===== config.mk =====
export PLATFORM = sky130hd
export DESIGN_NAME = axi_txn_limiter
export DESIGN_NICKNAME = d
export VERILOG_FILES = /design/src/rtl/axi_txn_limiter.sv
export SDC_FILE = /design/constraint.sdc
export NUM_CORES = 1
export LEC_CHECK = 0
export BUFFER_PORTS_ARGS = -buffer_cell sky130_fd_sc_hd__buf_2
export CAP_MARGIN = 10
export CORE_AREA = 3 3 155 157
export DETAILED_ROUTE_END_ITERATION = 16
export DIE_AREA = 0 0 158 160
export GPL_ROUTABILITY_DRIVEN = 0
export GPL_TIMING_DRIVEN = 0
export PLACE_DENSITY_LB_ADDON = 0.12
export SLEW_MARGIN = 40
export SYNTH_ARGS = -nofsm -noshare
export SYNTH_HDL_FRONTEND = slang
export SYNTH_SLANG_ARGS = --single-unit

===== constraint.sdc =====
create_clock -name clk_i -period 3.7 [get_ports clk_i]
set_input_delay 0.37 -clock clk_i [delete_from_list [all_inputs] [get_ports clk_i]]
set_output_delay 0.37 -clock clk_i [all_outputs]
set_load 0.01 [all_outputs]

===== src/rtl/axi_txn_limiter.sv =====
// axi_txn_limiter: caps outstanding AXI4 writes/reads behind the CDC dst side,
// offers a drain/quiesce handshake and flags underflow/timeout as sticky status.
// All payloads pass through combinationally; only AW/AR valid/ready are gated.

package axi_txn_pkg;

    typedef struct packed {
        logic [3:0]  id;
        logic [31:0] addr;
        logic [7:0]  len;
        logic [2:0]  size;
        logic [1:0]  burst;
    } axi_ax_t;

    typedef struct packed {
        logic [31:0] data;
        logic [3:0]  strb;
        logic        last;
    } axi_w_t;

    typedef struct packed {
        logic [3:0] id;
        logic [1:0] resp;
    } axi_b_t;

    typedef struct packed {
        logic [3:0]  id;
        logic [31:0] data;
        logic [1:0]  resp;
        logic        last;
    } axi_r_t;

    typedef struct packed {
        axi_ax_t aw;
        logic    aw_valid;
        axi_w_t  w;
        logic    w_valid;
        logic    b_ready;
        axi_ax_t ar;
        logic    ar_valid;
        logic    r_ready;
    } axi_req_t;

    typedef struct packed {
        logic   aw_ready;
        logic   ar_ready;
        logic   w_ready;
        axi_b_t b;
        logic   b_valid;
        axi_r_t r;
        logic   r_valid;
    } axi_resp_t;

endpackage

module axi_txn_limiter #(
    parameter int unsigned MaxWrTxns     = 8,
    parameter int unsigned MaxRdTxns     = 8,
    parameter int unsigned TimeoutCycles = 0,
    parameter type         axi_req_t     = axi_txn_pkg::axi_req_t,
    parameter type         axi_resp_t    = axi_txn_pkg::axi_resp_t
) (
    input  logic       clk_i,
    input  logic       rst_ni,
    input  axi_req_t   slv_req_i,
    output axi_resp_t  slv_resp_o,
    output axi_req_t   mst_req_o,
    input  axi_resp_t  mst_resp_i,
    input  logic       drain_i,
    output logic       drained_o,
    output logic [7:0] wr_cnt_o,
    output logic [7:0] rd_cnt_o,
    output logic       err_underflow_o,
    output logic       err_timeout_o
);

    localparam logic [7:0]  MAX_WR  = 8'(MaxWrTxns);
    localparam logic [7:0]  MAX_RD  = 8'(MaxRdTxns);
    localparam logic [31:0] TIMEOUT = 32'(TimeoutCycles);

    typedef enum logic [1:0] {
        RUN     = 2'd0,
        DRAIN   = 2'd1,
        DRAINED = 2'd2
    } state_e;

    state_e      state_q, state_d;
    logic [7:0]  wr_cnt_q, wr_cnt_d;
    logic [7:0]  rd_cnt_q, rd_cnt_d;
    logic        aw_pend_q, ar_pend_q;
    logic [31:0] wr_wd_q, wr_wd_d;
    logic [31:0] rd_wd_q, rd_wd_d;
    logic        err_underflow_q, err_timeout_q;

    logic aw_block, ar_block;
    logic aw_hs, ar_hs, b_hs, r_last_hs;
    logic underflow_evt, timeout_evt;

    // Counter step: +1 on accept, -1 on completion, both cancel, saturate at 0.
    function automatic logic [7:0] cnt_step(input logic [7:0] cnt,
                                            input logic       inc,
                                            input logic       dec);
        logic [7:0] nxt;
        nxt = cnt;
        if (inc && !dec) begin
            nxt = cnt + 8'd1;
        end else if (dec && !inc && cnt != 8'd0) begin
            nxt = cnt - 8'd1;
        end
        return nxt;
    endfunction

    // Watchdog step: counts stalled cycles while work is outstanding, holds at
    // the limit instead of wrapping, and stays at 0 when disabled.
    function automatic logic [31:0] wd_step(input logic [7:0]  cnt,
                                            input logic        hs,
                                            input logic [31:0] wd);
        logic [31:0] nxt;
        nxt = wd;
        if (cnt == 8'd0 || hs) begin
            nxt = '0;
        end else if (TIMEOUT != 32'd0 && wd != TIMEOUT) begin
            nxt = wd + 32'd1;
        end
        return nxt;
    endfunction

    // Gates use registered state only, so there is no comb path from B/R to
    // AW/AR valid. A request already shown downstream is never withdrawn.
    assign aw_block = ((wr_cnt_q == MAX_WR) || (state_q != RUN)) && !aw_pend_q;
    assign ar_block = ((rd_cnt_q == MAX_RD) || (state_q != RUN)) && !ar_pend_q;

    // Pass-through of every channel with only the AW/AR handshakes masked.
    always_comb begin
        mst_req_o           = slv_req_i;
        mst_req_o.aw_valid  = slv_req_i.aw_valid & ~aw_block;
        mst_req_o.ar_valid  = slv_req_i.ar_valid & ~ar_block;
        slv_resp_o          = mst_resp_i;
        slv_resp_o.aw_ready = mst_resp_i.aw_ready & ~aw_block;
        slv_resp_o.ar_ready = mst_resp_i.ar_ready & ~ar_block;
    end

    assign aw_hs     = slv_req_i.aw_valid & ~aw_block & mst_resp_i.aw_ready;
    assign ar_hs     = slv_req_i.ar_valid & ~ar_block & mst_resp_i.ar_ready;
    assign b_hs      = mst_resp_i.b_valid & slv_req_i.b_ready;
    assign r_last_hs = mst_resp_i.r_valid & slv_req_i.r_ready & mst_resp_i.r.last;

    assign wr_cnt_d = cnt_step(wr_cnt_q, aw_hs, b_hs);
    assign rd_cnt_d = cnt_step(rd_cnt_q, ar_hs, r_last_hs);
    assign wr_wd_d  = wd_step(wr_cnt_q, b_hs, wr_wd_q);
    assign rd_wd_d  = wd_step(rd_cnt_q, r_last_hs, rd_wd_q);

    assign underflow_evt = (b_hs && wr_cnt_q == 8'd0) || (r_last_hs && rd_cnt_q == 8'd0);
    assign timeout_evt   = (TIMEOUT != 32'd0) && (wr_wd_d == TIMEOUT || rd_wd_d == TIMEOUT);

    // Drain FSM next state: quiesce only once nothing is in flight and no
    // new request slips through in the deciding cycle.
    always_comb begin
        state_d = state_q;
        unique case (state_q)
            RUN: begin
                if (drain_i) state_d = DRAIN;
            end
            DRAIN: begin
                if (!drain_i) begin
                    state_d = RUN;
                end else if (wr_cnt_q == 8'd0 && rd_cnt_q == 8'd0 && !aw_hs && !ar_hs) begin
                    state_d = DRAINED;
                end
            end
            DRAINED: begin
                if (!drain_i) state_d = RUN;
            end
            default: state_d = RUN;
        endcase
    end

    // Drain FSM state register.
    always_ff @(posedge clk_i or negedge rst_ni) begin
        if (!rst_ni) begin
            state_q <= RUN;
        end else begin
            state_q <= state_d;
        end
    end

    // Outstanding counters and the AW/AR "valid already presented" flags.
    always_ff @(posedge clk_i or negedge rst_ni) begin
        if (!rst_ni) begin
            wr_cnt_q  <= 8'd0;
            rd_cnt_q  <= 8'd0;
            aw_pend_q <= 1'b0;
            ar_pend_q <= 1'b0;
        end else begin
            wr_cnt_q  <= wr_cnt_d;
            rd_cnt_q  <= rd_cnt_d;
            aw_pend_q <= mst_req_o.aw_valid & ~mst_resp_i.aw_ready;
            ar_pend_q <= mst_req_o.ar_valid & ~mst_resp_i.ar_ready;
        end
    end

    // Per-direction response watchdogs.
    always_ff @(posedge clk_i or negedge rst_ni) begin
        if (!rst_ni) begin
            wr_wd_q <= '0;
            rd_wd_q <= '0;
        end else begin
            wr_wd_q <= wr_wd_d;
            rd_wd_q <= rd_wd_d;
        end
    end

    // Sticky error flags, cleared only by reset.
    always_ff @(posedge clk_i or negedge rst_ni) begin
        if (!rst_ni) begin
            err_underflow_q <= 1'b0;
            err_timeout_q   <= 1'b0;
        end else begin
            err_underflow_q <= err_underflow_q | underflow_evt;
            err_timeout_q   <= err_timeout_q | timeout_evt;
        end
    end

    assign drained_o       = (state_q == DRAINED);
    assign wr_cnt_o        = wr_cnt_q;
    assign rd_cnt_o        = rd_cnt_q;
    assign err_underflow_o = err_underflow_q;
    assign err_timeout_o   = err_timeout_q;

endmodule


==> results of run 1 <==
routing by layer:
metal	wire (um)	share of wire (%)	vias to the layer above
li1	-	-	1420
met1	3084	34	1289
met2	4958	55	190
met3	1021	11	2
met4	5	0.055	2
met5	7	0.077	-
cell usage in the layout, fill, tap and decap left out, drive strengths merged, types with 2 or more instances in the layout:
cell,n
buf,407
dfrtp,21
inv,12
nand3,12
ha,12
nor2,10
nor2b,8
mux2,7
o21ai,6
xor2,6
nand2,6
nor3,5
xnor2,5
a21oi,4
o2111ai,4
nand2b,3
o211ai,3
mux2i,3
and2,3
clkbuf,3
or3,2
o31a,2
a31oi,2
o41ai,2
o31ai,2
o21bai,2
a21boi,2
fa,2
or4,2
kinds of logic after synthesis:
group / count (synthesis) / synth area share [%]
XOR/XNOR: 11 / 3.231
AO/OA/AOI/OAI: 35 / 9.232
flip-flops: 21 / 17.62
adder cells (fa/ha/maj): 14 / 6.378
buffers and inverters: 200 / 48.97
multiplexers: 10 / 3.903
other: 1 / 0.1258
AND/OR/NAND/NOR: 57 / 10.53
flip-flops by register name, indices dropped and copies added (netlist names):
signal,count
ar_pend_q,1
aw_pend_q,1
err_underflow_o,1
rd_cnt_o,8
state_q,2
wr_cnt_o,8
final cells by class:
class | count | area, um2 | area share, %
Clock inverter | 1 | 5.005 | 0.1109
Inverter | 12 | 45.04 | 0.9978
Tap cell | 285 | 356.6 | 7.899
Clock buffer | 3 | 75.07 | 1.663
Multi-Input combinational cell | 128 | 996.0 | 22.06
Timing Repair Buffer | 219 | 1096 | 24.28
Sequential cell | 21 | 525.5 | 11.64
Buffer | 188 | 1415 | 31.35
power by group through the flow:
stage	registers (mW)	logic, mW	clock network [mW]
after floorplan	0.475	0.826	0
after global placement	0.472	1.21	0
after detailed placement	0.473	1.23	0
after CTS	0.469	1.24	0.251
after global routing	0.489	1.37	0.263
final	0.464	1.21	0.238
how the worst min path moves through the flow:
stage                start              end  slack (ns)  cells past startpoint
floorplan           rst_ni        ar_pend_q        0.07                      0
global placement    rst_ni      wr_cnt_o[6]        0.39                      1
detailed placement  rst_ni      wr_cnt_o[6]        0.40                      1
CTS                 rst_ni       state_q[1]        0.11                      1
global route        rst_ni  err_underflow_o        0.14                      1
finish              rst_ni      wr_cnt_o[6]        0.08                      1
critical path, cell delays in order (launching register included):
cell	delay, ns
dfrtp_1	0.41
or4_1	0.61
o31a_1	0.34
o2111ai_2	0.45
ha_1	0.33
a21oi_1	0.22
o211ai_1	0.17
o41ai_1	0.33
mux2i_1	0.28
xor2_1	0.17
through the flow:
step	cell area, um2	hold slack, ns	util [%]	power (mW)	instances
6_report	4514	0.07766	19.94	1.915	857
5_1_grt	4514	0.1400	19.94	2.120	857
4_1_cts	4514	0.1123	19.94	1.956	857
3_5_place_dp	4434	0.3967	19.59	1.701	853
3_3_place_gp	4434	0.3891	19.59	1.684	853
2_1_floorplan	2982	0.07441	-	1.302	349
==> qor.yml, run 1 <==
run_status:
  status: "finished, final reports clean"
timing:
  setup_slack_ns: 0.3092
  finalCriticalPeriod_ns: 3.391
  final-hold-violation-count: 0
  timing.fmax_ghz: 0.2949
  drv_slew: 0
  slew_headroom_pct: 64.89
  rsz0062_at_grt: "false"
  finalSetupViolations: 0
  tightest_slew_ns: 0.5266
  setup_tns_ns: 0
  min_period_over_period_pct: 91.64
  skew_ns: 0.003728
route:
  routed_wl_mm: 9.077
  num_vias: 2903
  postRouteAntennaNets: 0
  first_pass_iters: 4
  drc_errors: 0
  wl_per_cell_um: 10.59
  via_per_inst: 3.387
  drt_iter0_markers: 53
setup_path:
  crit_type: "reg2reg"
  cp-endpoint: "wr_cnt_o[7]"
  rr_endpoint: "wr_cnt_o[7]"
  cp-startpoint: "wr_cnt_o[4]"
  r2r_slack_ns: 0.31
  start_kind: "flip-flop"
  timing.rr.start: "wr_cnt_o[4]"
  critPathRequiredTime_ns: 3.88
  reg2regPathDepth: 9
  worstPathMaxFanout: 9
  critPathCaptureType: "flip-flop"
  critPathArrivalTime_ns: 3.57
power_and_ir_drop:
  p_per_area_mw_per_mm2: 424.2
  peakVddDrop_mv: 0.1640
  switching_share_pct: 42.81
  power_frac_comb_pct: 63.4
  p_seq_share_pct: 24.2
  intPower_mw: 1.095
  p_leak_nw: 2.503
  power_frac_clock_pct: 12.4
  p_switching_mw: 0.8199
logic_synthesis:
  synthTopCellsByArea: "buf_4, dfrtp_1, ha_1, nand3_1, mux2_2"
  synth_area_leader_cell: "buf_4"
  yosysSeqAreaShare_pct: 17.62
  ys_seq_elements: 21
  synth_async_sr_flop_share_pct: 100.0
  synthCells: 349
  yosysWarnings: 0
  ys.flop_type: "dfrtp_1"
  synth_edf_count: 0
  synth_fp_nets: 556
  synth.most_common_cell: "buf_4"
  ys_top_cells_by_count: "buf_4, dfrtp_1, ha_1, inv_1, nand3_1"
  ys_types: 47
  syn_area_mm2: 0.002982
  postSynthAreaPerCell_um2: 8.543
  synthDominantCellAreaShare_pct: 47.08
cts:
  clkLatencyLatePin_ns: 0.26
  path_clk_slew_ns: 0.06
  clock_path_buffers: 2
  post-cts-setup-buffers: 0
  numCtsBuffers: 3
  cts_hold_repair.buffers: 0
  htree_levels: 1
  cts.sinks: 21
  cts_resized: 0
  cts_tree: "built"
  cts.root.buffer_cell: "clkbuf_16"
grt:
  met2_usage_pct: 12.34
  grt_use_met1_pct: 6.738
  grt-ovfl-total: 0
  grt_usage_pct: 6.340
  grt_pass1_wl_mm: 13.27
  grt_pass1_vias: 2751
  antenna_found_initial: 1
  grt_max_degree: 22
  use_met3_pct: 2.331
  gr-max-usage-layer: "met2"
die:
  die_y_um: 160
  core_area_mm2: 0.02264
  io_pins: 402
  die_x_um: 158
  start_util_pct: 13.17
  num_rows: 55
  die-area_mm2: 0.02528
place:
  dpl_worst_slack_ns: 0.2922
  io_buffers: 219
  hpwl_mm: 8.146
cells_and_area:
  syn2layout_area_growth_pct: 51.41
  n_antenna_cell: 0
  drive_gt1_share_pct: 73.78
  nNetsFinal: 780
  fillCellCount: 2553
min_path:
  hold_class: "in2async"
job:
  drv_cap: 0
(Power assumes the default switching activity.)
==> run 2: changes to the inputs <==
Settings changed: REMOVE_ABC_BUFFERS from default to 1.
==> run 2 against run 1 <==
Wire length increased to 4.8 times the previous value. Critical path depth is the same. Sequential share of layout area grew 12 points. Cell area is 51% lower. Non-clock buffer count is 369 lower. Clock skew is 0.0058 ns higher. Core utilization shrank 10 points. First-iteration DRC count increased to 3.9 times the previous value. Sequential power increased by 3%. Fmax decreased by 1.4%.
==> qor.yml, run 2 (same netlist as run 1, synthesis figures left out) <==
run_status:
  status: "finished, final reports clean"
cts:
  cts_tree: "built"
  cts.sinks: 21  # unchanged
  htree_levels: 1  # unchanged
  post-cts-setup-buffers: 0  # unchanged
  cts_hold_repair.buffers: 0  # unchanged
  path_clk_slew_ns: 0.08  # +0.02 ns
  clkLatencyLatePin_ns: 0.28  # +0.02 ns
  cts.root.buffer_cell: "clkbuf_16"
  numCtsBuffers: 3  # unchanged
  clock_path_buffers: 2  # unchanged
die:
  die_x_um: 158  # unchanged
  io_pins: 402  # unchanged
  core_area_mm2: 0.02264  # unchanged
  start_util_pct: 13.17  # unchanged
  die_y_um: 160  # unchanged
  die-area_mm2: 0.02528  # unchanged
  num_rows: 55  # unchanged
setup_path:
  r2r_slack_ns: 0.26  # -0.05 ns
  critPathRequiredTime_ns: 3.90  # +0.02 ns
  critPathMaxStageDelay_ns: 0.57  # -0.04 ns
  crit_chain: "or4_4, o31a_1, o2111ai_4, ha_1, a21oi_1, o211ai_1, o41ai_1, mux2i_1, xor2_1"
  critPathArrivalTime_ns: 3.64  # +0.07 ns
  reg2regPathDepth: 9  # unchanged
  timing.rr.start: "rd_cnt_o[5]"
  slowest_stage: "or4_4"
  start_kind: "flip-flop"
  critPathCaptureType: "flip-flop"
  crit_type: "reg2reg"
  worstPathMaxFanout: 13  # +4
  rr_endpoint: "rd_cnt_o[7]"
route:
  postRouteAntennaNets: 0  # unchanged
  drc_errors: 0  # unchanged
  num_vias: 2198  # -24%
  routed_wl_mm: 43.73  # +380%
  drt_iter0_markers: 207  # +290%
  first_pass_iters: 4  # unchanged
  wl_per_cell_um: 89.61  # +750%
  via_per_inst: 4.504  # +33%
place:
  hpwl_mm: 42.03  # +420%
  io_buffers: 38  # -83%
cells_and_area:
  fillCellCount: 2588  # +1.4%
  n_antenna_cell: 0  # unchanged
  final_cell_mix: "buf_2, dfrtp_1, inv_1, nand3_1, ha_1"
  nNetsFinal: 411  # -47%
  final_common_cell: "buf_2"
  syn2layout_area_growth_pct: -25.98
  drive_gt1_share_pct: 26.11  # -48 points
  final_util_pct: 9.749  # -10 points
power_and_ir_drop:
  power_mw: 1.692  # -12%
  power_frac_comb_pct: 56.1  # -7.3 points
  p_switching_mw: 0.7877  # -3.9%
  power_frac_clock_pct: 15.5  # +3.1 points
  p_per_area_mw_per_mm2: 766.7  # +81%
  p_seq_share_pct: 28.4  # +4.2 points
  p_leak_nw: 0.8826  # -65%
  intPower_mw: 0.9045  # -17%
  switching_share_pct: 46.55  # +3.7 points
  peakVddDrop_mv: 0.1537  # -6.3%
grt:
  grt_pass1_vias: 1906  # -31%
  grt_pass1_wl_mm: 47.91  # +260%
  antenna_found_initial: 1  # unchanged
  grt_max_degree: 22  # unchanged
  grt-ovfl-total: 0  # unchanged
  grt_usage_pct: 33.19  # +27 points
job:
  drv_cap: 0  # unchanged
timing:
  finalCriticalPeriod_ns: 3.439  # +0.04779 ns
  timing.fmax_ghz: 0.2908  # -1.4%
  slew_headroom_pct: 56.43  # -8.5 points
  final-hold-violation-count: 0  # unchanged
  rsz0062_at_grt: "false"
  tightest_slew_ns: 0.6535  # +0.1269 ns
  drv_slew: 0  # unchanged
  setup_tns_ns: 0  # unchanged
  skew_ns: 0.009511  # +0.005783 ns
  min_period_over_period_pct: 92.93  # +1.3 points
  finalSetupViolations: 0  # unchanged
  hold_ws_ns: 0.1220  # +0.04429 ns
min_path:
  hold_class: "in2async"
-- run 2: metal layers --
layer  wire length [um]  global-route usage [%]  part of all wire, %
met5                592                   19.25                  1.4
met4               4841                   27.53                   11
met3              13500                   49.81                   31
met2              20700                   55.01                   47
met1               4096                   8.196                  9.4
-- run 2: layout make-up --
class	count	area, um2	area share [%]
Sequential cell	21	525.5	23.81
Tap cell	285	356.6	16.16
Clock buffer	3	75.07	3.401
Clock inverter	1	7.507	0.3401
Multi-Input combinational cell	128	1007	45.64
Inverter	12	45.04	2.041
Timing Repair Buffer	38	190.2	8.617
-- run 2: worst max path at each step --
stage | start | endpoint | slack [ns] | cells past startpoint
6_report | rd_cnt_o[5] | rd_cnt_o[7] | 0.26 | 9
5_1_grt | rd_cnt_o[5] | rd_cnt_o[7] | 0.04 | 9
4_1_cts | wr_cnt_o[4] | wr_cnt_o[7] | 0.13 | 9
3_5_place_dp | wr_cnt_o[4] | wr_cnt_o[7] | 0.18 | 9
3_3_place_gp | wr_cnt_o[4] | wr_cnt_o[7] | 0.12 | 9
2_1_floorplan | wr_cnt_o[4] | wr_cnt_o[7] | 0.68 | 9
-- run 2: power groups by stage --
stage	clock, mW	combinational [mW]	sequential, mW
2_1_floorplan	0	0.616	0.475
6_report	0.263	0.949	0.480
3_3_place_gp	0	0.959	0.488
5_1_grt	0.277	1.06	0.500
4_1_cts	0.274	0.953	0.485
3_5_place_dp	0	0.950	0.489
-- run 2: critical path, delay by kind of cell, from the launching register on --
family	cells	cell delay, ns
and+or+nand+nor	1	0.57
adders and majority gates	1	0.32
xor gates and xnor gates	1	0.15
AOI/OAI and AO/OA	5	1.59
DFF	1	0.46
muxes	1	0.28
-- run 2: stage by stage --
step                      cells  instance area (um2)  setup WS [ns]
after floorplan             161                 1567         0.6810
after global placement      484                 2113         0.1190
after detailed placement    484                 2113         0.1760
after CTS                   488                 2196         0.1324
after global routing        488                 2207        0.03773
final                       488                 2207         0.2615
-- run 2: repair_timing --
item                                    in CTS  in global routing
gates resized for setup                      0                  1
endpoints found under the setup margin       0                  1
hold endpoints to repair                     0                  0
